File: config.mk
export PLATFORM = sky130hd
export DESIGN_NAME = mem_access_ctrl
export DESIGN_NICKNAME = d
export VERILOG_FILES = /design/src/rtl/mem_pkg.sv /design/src/rtl/mem_access_ctrl.sv
export SDC_FILE = /design/constraint.sdc
export NUM_CORES = 1
export LEC_CHECK = 0
export CAP_MARGIN = 20
export CORE_MARGIN = 4
export CORE_UTILIZATION = 25
export CTS_CLUSTER_SIZE = 40
export DETAILED_ROUTE_END_ITERATION = 10
export GPL_ROUTABILITY_DRIVEN = 0
export PLACE_DENSITY_LB_ADDON = 0.15
export SYNTH_ARGS = -nofsm -noshare
export SYNTH_HDL_FRONTEND = slang
export SYNTH_SLANG_ARGS = --single-unit
File: constraint.sdc
create_clock -name clk_i -period 1.7 [get_ports clk_i]
set_input_delay 0.34 -clock clk_i [delete_from_list [all_inputs] [get_ports clk_i]]
set_output_delay 0.34 -clock clk_i [all_outputs]
set_load 0.01 [all_outputs]
File: src/rtl/mem_pkg.sv
// mem_pkg: shared widths and FSM state encoding for the memory access controller and its RAM
package mem_pkg;
    localparam int DATA_W    = 32;
    localparam int ADDR_W    = 9;
    localparam int MEM_DEPTH = 512;
    typedef enum logic [1:0] {IDLE = 2'd0, ISSUE = 2'd1, CAPTURE = 2'd2, RESP = 2'd3} state_e;
endpackage

File: src/rtl/mem_access_ctrl.sv
// mem_access_ctrl: serialises one CPU load/store at a time onto a 1-cycle-latency synchronous RAM
module mem_access_ctrl
    import mem_pkg::*;
#(
    parameter int DATA_W    = mem_pkg::DATA_W,
    parameter int ADDR_W    = mem_pkg::ADDR_W,
    parameter int MEM_DEPTH = mem_pkg::MEM_DEPTH
) (
    input  logic              clk_i,
    input  logic              clear_i,
    input  logic              req_valid_i,
    output logic              req_ready_o,
    input  logic              req_write_i,
    input  logic [ADDR_W-1:0] req_addr_i,
    input  logic [DATA_W-1:0] req_wdata_i,
    output logic              resp_valid_o,
    input  logic              resp_ready_i,
    output logic [DATA_W-1:0] resp_rdata_o,
    output logic              resp_err_o,
    output logic              ram_read_o,
    output logic              ram_write_o,
    output logic [ADDR_W-1:0] ram_addr_o,
    output logic [DATA_W-1:0] ram_wdata_o,
    input  logic [DATA_W-1:0] ram_rdata_i
);
    localparam logic [ADDR_W:0] DEPTH = (ADDR_W+1)'(MEM_DEPTH);

    state_e            state_q;
    logic              write_q;
    logic              err_q;
    logic [ADDR_W-1:0] addr_q;
    logic [DATA_W-1:0] wdata_q;
    logic [DATA_W-1:0] rdata_q;
    logic              in_range;

    assign in_range = {1'b0, req_addr_i} < DEPTH;

    always_ff @(posedge clk_i) begin
        if (clear_i) begin
            state_q <= IDLE;
            write_q <= 1'b0;
            err_q   <= 1'b0;
            addr_q  <= '0;
            wdata_q <= '0;
            rdata_q <= '0;
        end else begin
            case (state_q)
                IDLE: if (req_valid_i) begin
                    addr_q  <= req_addr_i;
                    wdata_q <= req_wdata_i;
                    write_q <= req_write_i;
                    err_q   <= ~in_range;
                    state_q <= in_range ? ISSUE : RESP;
                end
                ISSUE:   state_q <= write_q ? RESP : CAPTURE;
                CAPTURE: begin
                    rdata_q <= ram_rdata_i;
                    state_q <= RESP;
                end
                RESP: if (resp_ready_i) begin
                    err_q   <= 1'b0;
                    state_q <= IDLE;
                end
            endcase
        end
    end

    // Strobes come straight from the state register, so they can never overlap
    assign req_ready_o  = state_q == IDLE;
    assign resp_valid_o = state_q == RESP;
    assign resp_err_o   = err_q;
    assign resp_rdata_o = rdata_q;
    assign ram_read_o   = (state_q == ISSUE) & ~write_q;
    assign ram_write_o  = (state_q == ISSUE) & write_q;
    assign ram_addr_o   = addr_q;
    assign ram_wdata_o  = wdata_q;
endmodule

* Word level (Yosys, flattened, before mapping) *
Index checks and enable logic that the tools add are counted.

storage, ports and cells
  flip-flop bits (word level) = 77
  output and inout bits = 78
  logic and storage cells = 26

cells by class
  eq/ne operators = 5
  multiplexer cells = 7
  bitwise logic cells = 3
  reduce and logical (&&, ||, !) cells = 5

operators by type and width
  kind                  number
  $pmux W2 S4           1
  $eq A2 B2 Y1 const B  2
  $mux W2               2
  $reduce_and A2 Y1     2
  $mux W1               3
  $reduce_and A3 Y1     1
  $and A1 B1 Y1         2
  $eq A2 B1 Y1 const B  1
  $logic_not A2 Y1      1
  $ne A2 B1 Y1 const B  1
  $ne A2 B2 Y1 const B  1
  $pmux W1 S2           1
  $reduce_bool A2 Y1    1
  $not A1 Y1            1

* Depth between registers and ports, before layout *
  depth after elaboration = 3
  depth in mapped cells = 7
  mapped depth without buffers = 5

* Least setup slack after synthesis *
Ideal clock, no wire load.

  path kind = register to register
  from = register state_q[0]
  to = register wdata_q[8] (netlist: ram_wdata_o[8])
  library setup time = 0.132 ns
  arrival = 1.222 ns
  required time = 1.568 ns
  setup slack = 0.346 ns
  stages on the path, launching flop included = 8
  buffers on the path = 2
  clock period less this slack = 1.354 ns
  cell sequence = dfxtp_1 inv_1 ha_1 and2_1 buf_6 buf_6 nand2_2 a21oi_2

between the ends
  longest elaborated chain between the ends = 2

RTL lines
  what                                RTL line               RTL
  start, declared                     mem_access_ctrl.sv:28  state_e state_q;
  start signal, assigned              mem_access_ctrl.sv:53  state_q <= in_range ? ISSUE : RESP;
  start signal, assigned              mem_access_ctrl.sv:55  ISSUE: state_q <= write_q ? RESP : CAPTURE;
  $logic_not A2 Y1                    n/a
  net req_ready_o                     mem_access_ctrl.sv:12  output logic req_ready_o,
  $reduce_and A2 Y1 (no source line)  n/a
  end signal, assigned                mem_access_ctrl.sv:50  wdata_q <= req_wdata_i;
  end, declared                       mem_access_ctrl.sv:32  logic [DATA_W-1:0] wdata_q;

The timed path passes the listed nets, and every way through them passes these cells.
A chain may end at the register's enable or synchronous reset.

* Final worst setup path *
  from = register state_q[1]
  to = output resp_valid_o

between the ends
  longest elaborated chain between the ends = 1

RTL lines
  what           RTL line               RTL
  $eq A2 B2 Y1   mem_access_ctrl.sv:70  assign resp_valid_o = state_q == RESP;
  end, declared  mem_access_ctrl.sv:16  output logic resp_valid_o,

No other way between the ends.

==> results_dict.tcl <==
set metrics [dict create \
    worst_slack_ps 103 \
    peakVddDrop_mv 0.673 \
    path_clk_slew_ps 60 \
    cp_cell_sequence "buf_4 > ha_1 > dlygate4sd2_1" \
    netlist_instances 307 \
    area_delta_synth_final_pct 69.9 \
    die_area_sq_um 13100 \
    dpl-instance-area_sq_um 4510 \
    wl_per_cell_um 13.0 \
    num_vias 2527 \
    drc 0 \
    first_pass_iters 4 \
    coreArea_sq_um 11000 \
    synth.distinct_cells 22 \
    crit_path_max_incr_delay_ps 310 \
    cts_made_buffers 9 \
    port_buffers 154 \
    dp_hpwl_mm 5.64 \
    tritoncts "done" \
    synth_area_sq_um 2830 \
    maxCapViolCount 0 \
    cts_buffer_depth 2 \
    utilization_pct 43.8 \
    cp-end-kind "primary output" \
    power.density_nw_per_um2 1400 \
    grt_max_degree 43 \
    critPathSlowestCell "dfxtp_1" \
    hp-class "in2reg" \
    post-route-min-period_ps 1600 \
    rsz0062_at_grt "false" \
    avgSynthCellArea_sq_um 9.23 \
    hold_viol 0 \
    cp_data_arrival_time_ps 1260 \
    fmax_mhz 626 \
    critPathMaxFanout 3 \
    setup_viol 0 \
    multiInputGateArea_sq_um 1160 \
    n_fill_cell 1135 \
    tns_ps 0 \
    syn-num-nets 389 \
    fp.dieH_um 114 \
    gr-total-overflow 0 \
    design_area_sq_um 4810 \
    grt.total_usage_pct 12.0 \
    fin_nets 540 \
    status "completed" \
    h-tree-depth 3 \
    drive_above_1_share_pct 10.6 \
    fin_worst_skew_ps 7.06 \
    initial_core_util_pct 25.8 \
    num_rows 38 \
    clk_latency_ps 320 \
    grt_antenna_before_repair 0 \
    post_cts_buffers 0 \
    viasPerCell 4.19 \
    crit_family "buffers and inverters" \
    yosysSeqAreaShare_pct 53.7 \
    first_iter_violations 100 \
    fin_crit_sh_pct 93.9 \
    p_leak_nw 1.74 \
    die_x_um 114 \
    first_global_vias 2495 \
    cts-root-buf "clkbuf_16" \
    diodes 0 \
    drv_slew 0 \
    yosysWarnings 0 \
    regArea_sq_um 1520 \
    wl_mm 7.82 \
    grt_pass1_wl_mm 12.6 \
    ant_nets 0 \
    ys_seq_elements 76 \
    cts_sinks 76 \
    critPathKind "reg2out" \
    required_ps 1360 \
    total_power_w 0.00675 \
    cp-start-kind "flip-flop" \
    crit_buf_inv 2 \
    pre_cts_ws_ps 103 \
    io_pins 156 \
]
## metrics by stage
step	instances	hold slack, ps
after floorplan	307	445
after global placement	587	442
after detailed placement	587	446
after CTS	603	417
after global routing	603	423
final	603	425
## layer usage
layer  global-route usage, %  wire, um  up-vias
li1                        -         -     1288
met1                    15.2      3510     1127
met2                    18.0      3360      105
met3                    5.60       877        7
met4                    4.28        72        0
met5                       0         0        -
## worst paths after layout
| check | to | cells after the start | slack [ps] | start |
|---|---|---|---|---|
| max | resp_valid_o | 3 | 100 | state_q[1] |
| min | ram_wdata_o[14] | 2 | 420 | clear_i |
| max reg2reg | ram_wdata_o[22] | 7 | 210 | state_q[0] |
| min reg2reg | ram_addr_o[2] | 2 | 450 | ram_addr_o[2] |
## sequential cells by signal (all words and copies together), names as in the netlist
name and count:
ram_addr_o 9, state_q 2, ram_wdata_o 32, resp_rdata_o 32, write_q 1
## cells in the final DEF (no fill, tap or decap), types with 2 or more instances in the layout
cell / instances
clkinv_2: 2
buf_12: 4
nand2b_1: 2
clkdlybuf4s15_1: 2
dfxtp_1: 75
a21oi_1: 33
nor2_1: 32
clkbuf_16: 9
nand2_2: 10
clkinvlp_4: 2
clkdlybuf4s50_1: 149
ha_1: 3
mux2i_1: 32
nand2_1: 75
buf_4: 3
inv_1: 2
a21oi_2: 10
## synthesized netlist by cell type
cell / count / area, sq um
dfxtp_1: 76 / 1520
nand2_1: 75 / 282
a21oi_1: 33 / 165
mux2i_1: 32 / 320
nor2_1: 32 / 120
a21oi_2: 10 / 87.6
nand2_2: 10 / 62.6
buf_2: 9 / 45.0
buf_6: 5 / 56.3
buf_4: 4 / 30.0
clkbuf_1: 4 / 15.0
ha_1: 4 / 50.1
and2_1: 2 / 12.5
inv_1: 2 / 7.51
nand2b_1: 2 / 12.5
a211oi_1: 1 / 7.51
a21o_1: 1 / 7.51
conb_1: 1 / 3.75
nand3_1: 1 / 5.00
nor2b_1: 1 / 6.26
nor4b_1: 1 / 8.76
o211ai_1: 1 / 7.51
## area by class of cell
class	instances	share of cell area, %
Clock buffer	10	4.96
Inverter	2	0.156
Tap cell	140	3.64
Sequential cell	76	31.6
Multi-Input combinational cell	207	24.1
Timing Repair Buffer	162	34.1
Clock inverter	6	1.33
## timing repair
action / in CTS / in global routing
resized for setup: 5 / 5
hold buffers: 0 / 0
endpoints found under the setup margin: 4 / 35
pin swaps: 0 / 0
hold endpoints to repair: 0 / 0
## logic make-up after synthesis
group,after synthesis,share of synthesized area (%)
and+or+nand+nor,124,18.0
muxes,32,11.3
other,1,0.132
buffers and inverters,24,5.43
AOI/OAI and AO/OA,46,9.71
adders and majority gates,4,1.77
DFF,76,53.7
## report_power, final
part / total [W] / internal (W) / switching, W
clock network: 0.00190 / 0.00117 / 0.000729
registers: 0.00232 / 0.00215 / 0.000175
logic: 0.00253 / 0.00134 / 0.00119
## worst register-to-register path, delay by kind of cell (launching register included)
kind	cells	cell delay [ps]
DFF	1	330
buffers and inverters	3	470
AOI/OAI and AO/OA	1	130
adders and majority gates	1	210
and+or+nand+nor	2	280
Power figures use the tool's default switching activity.
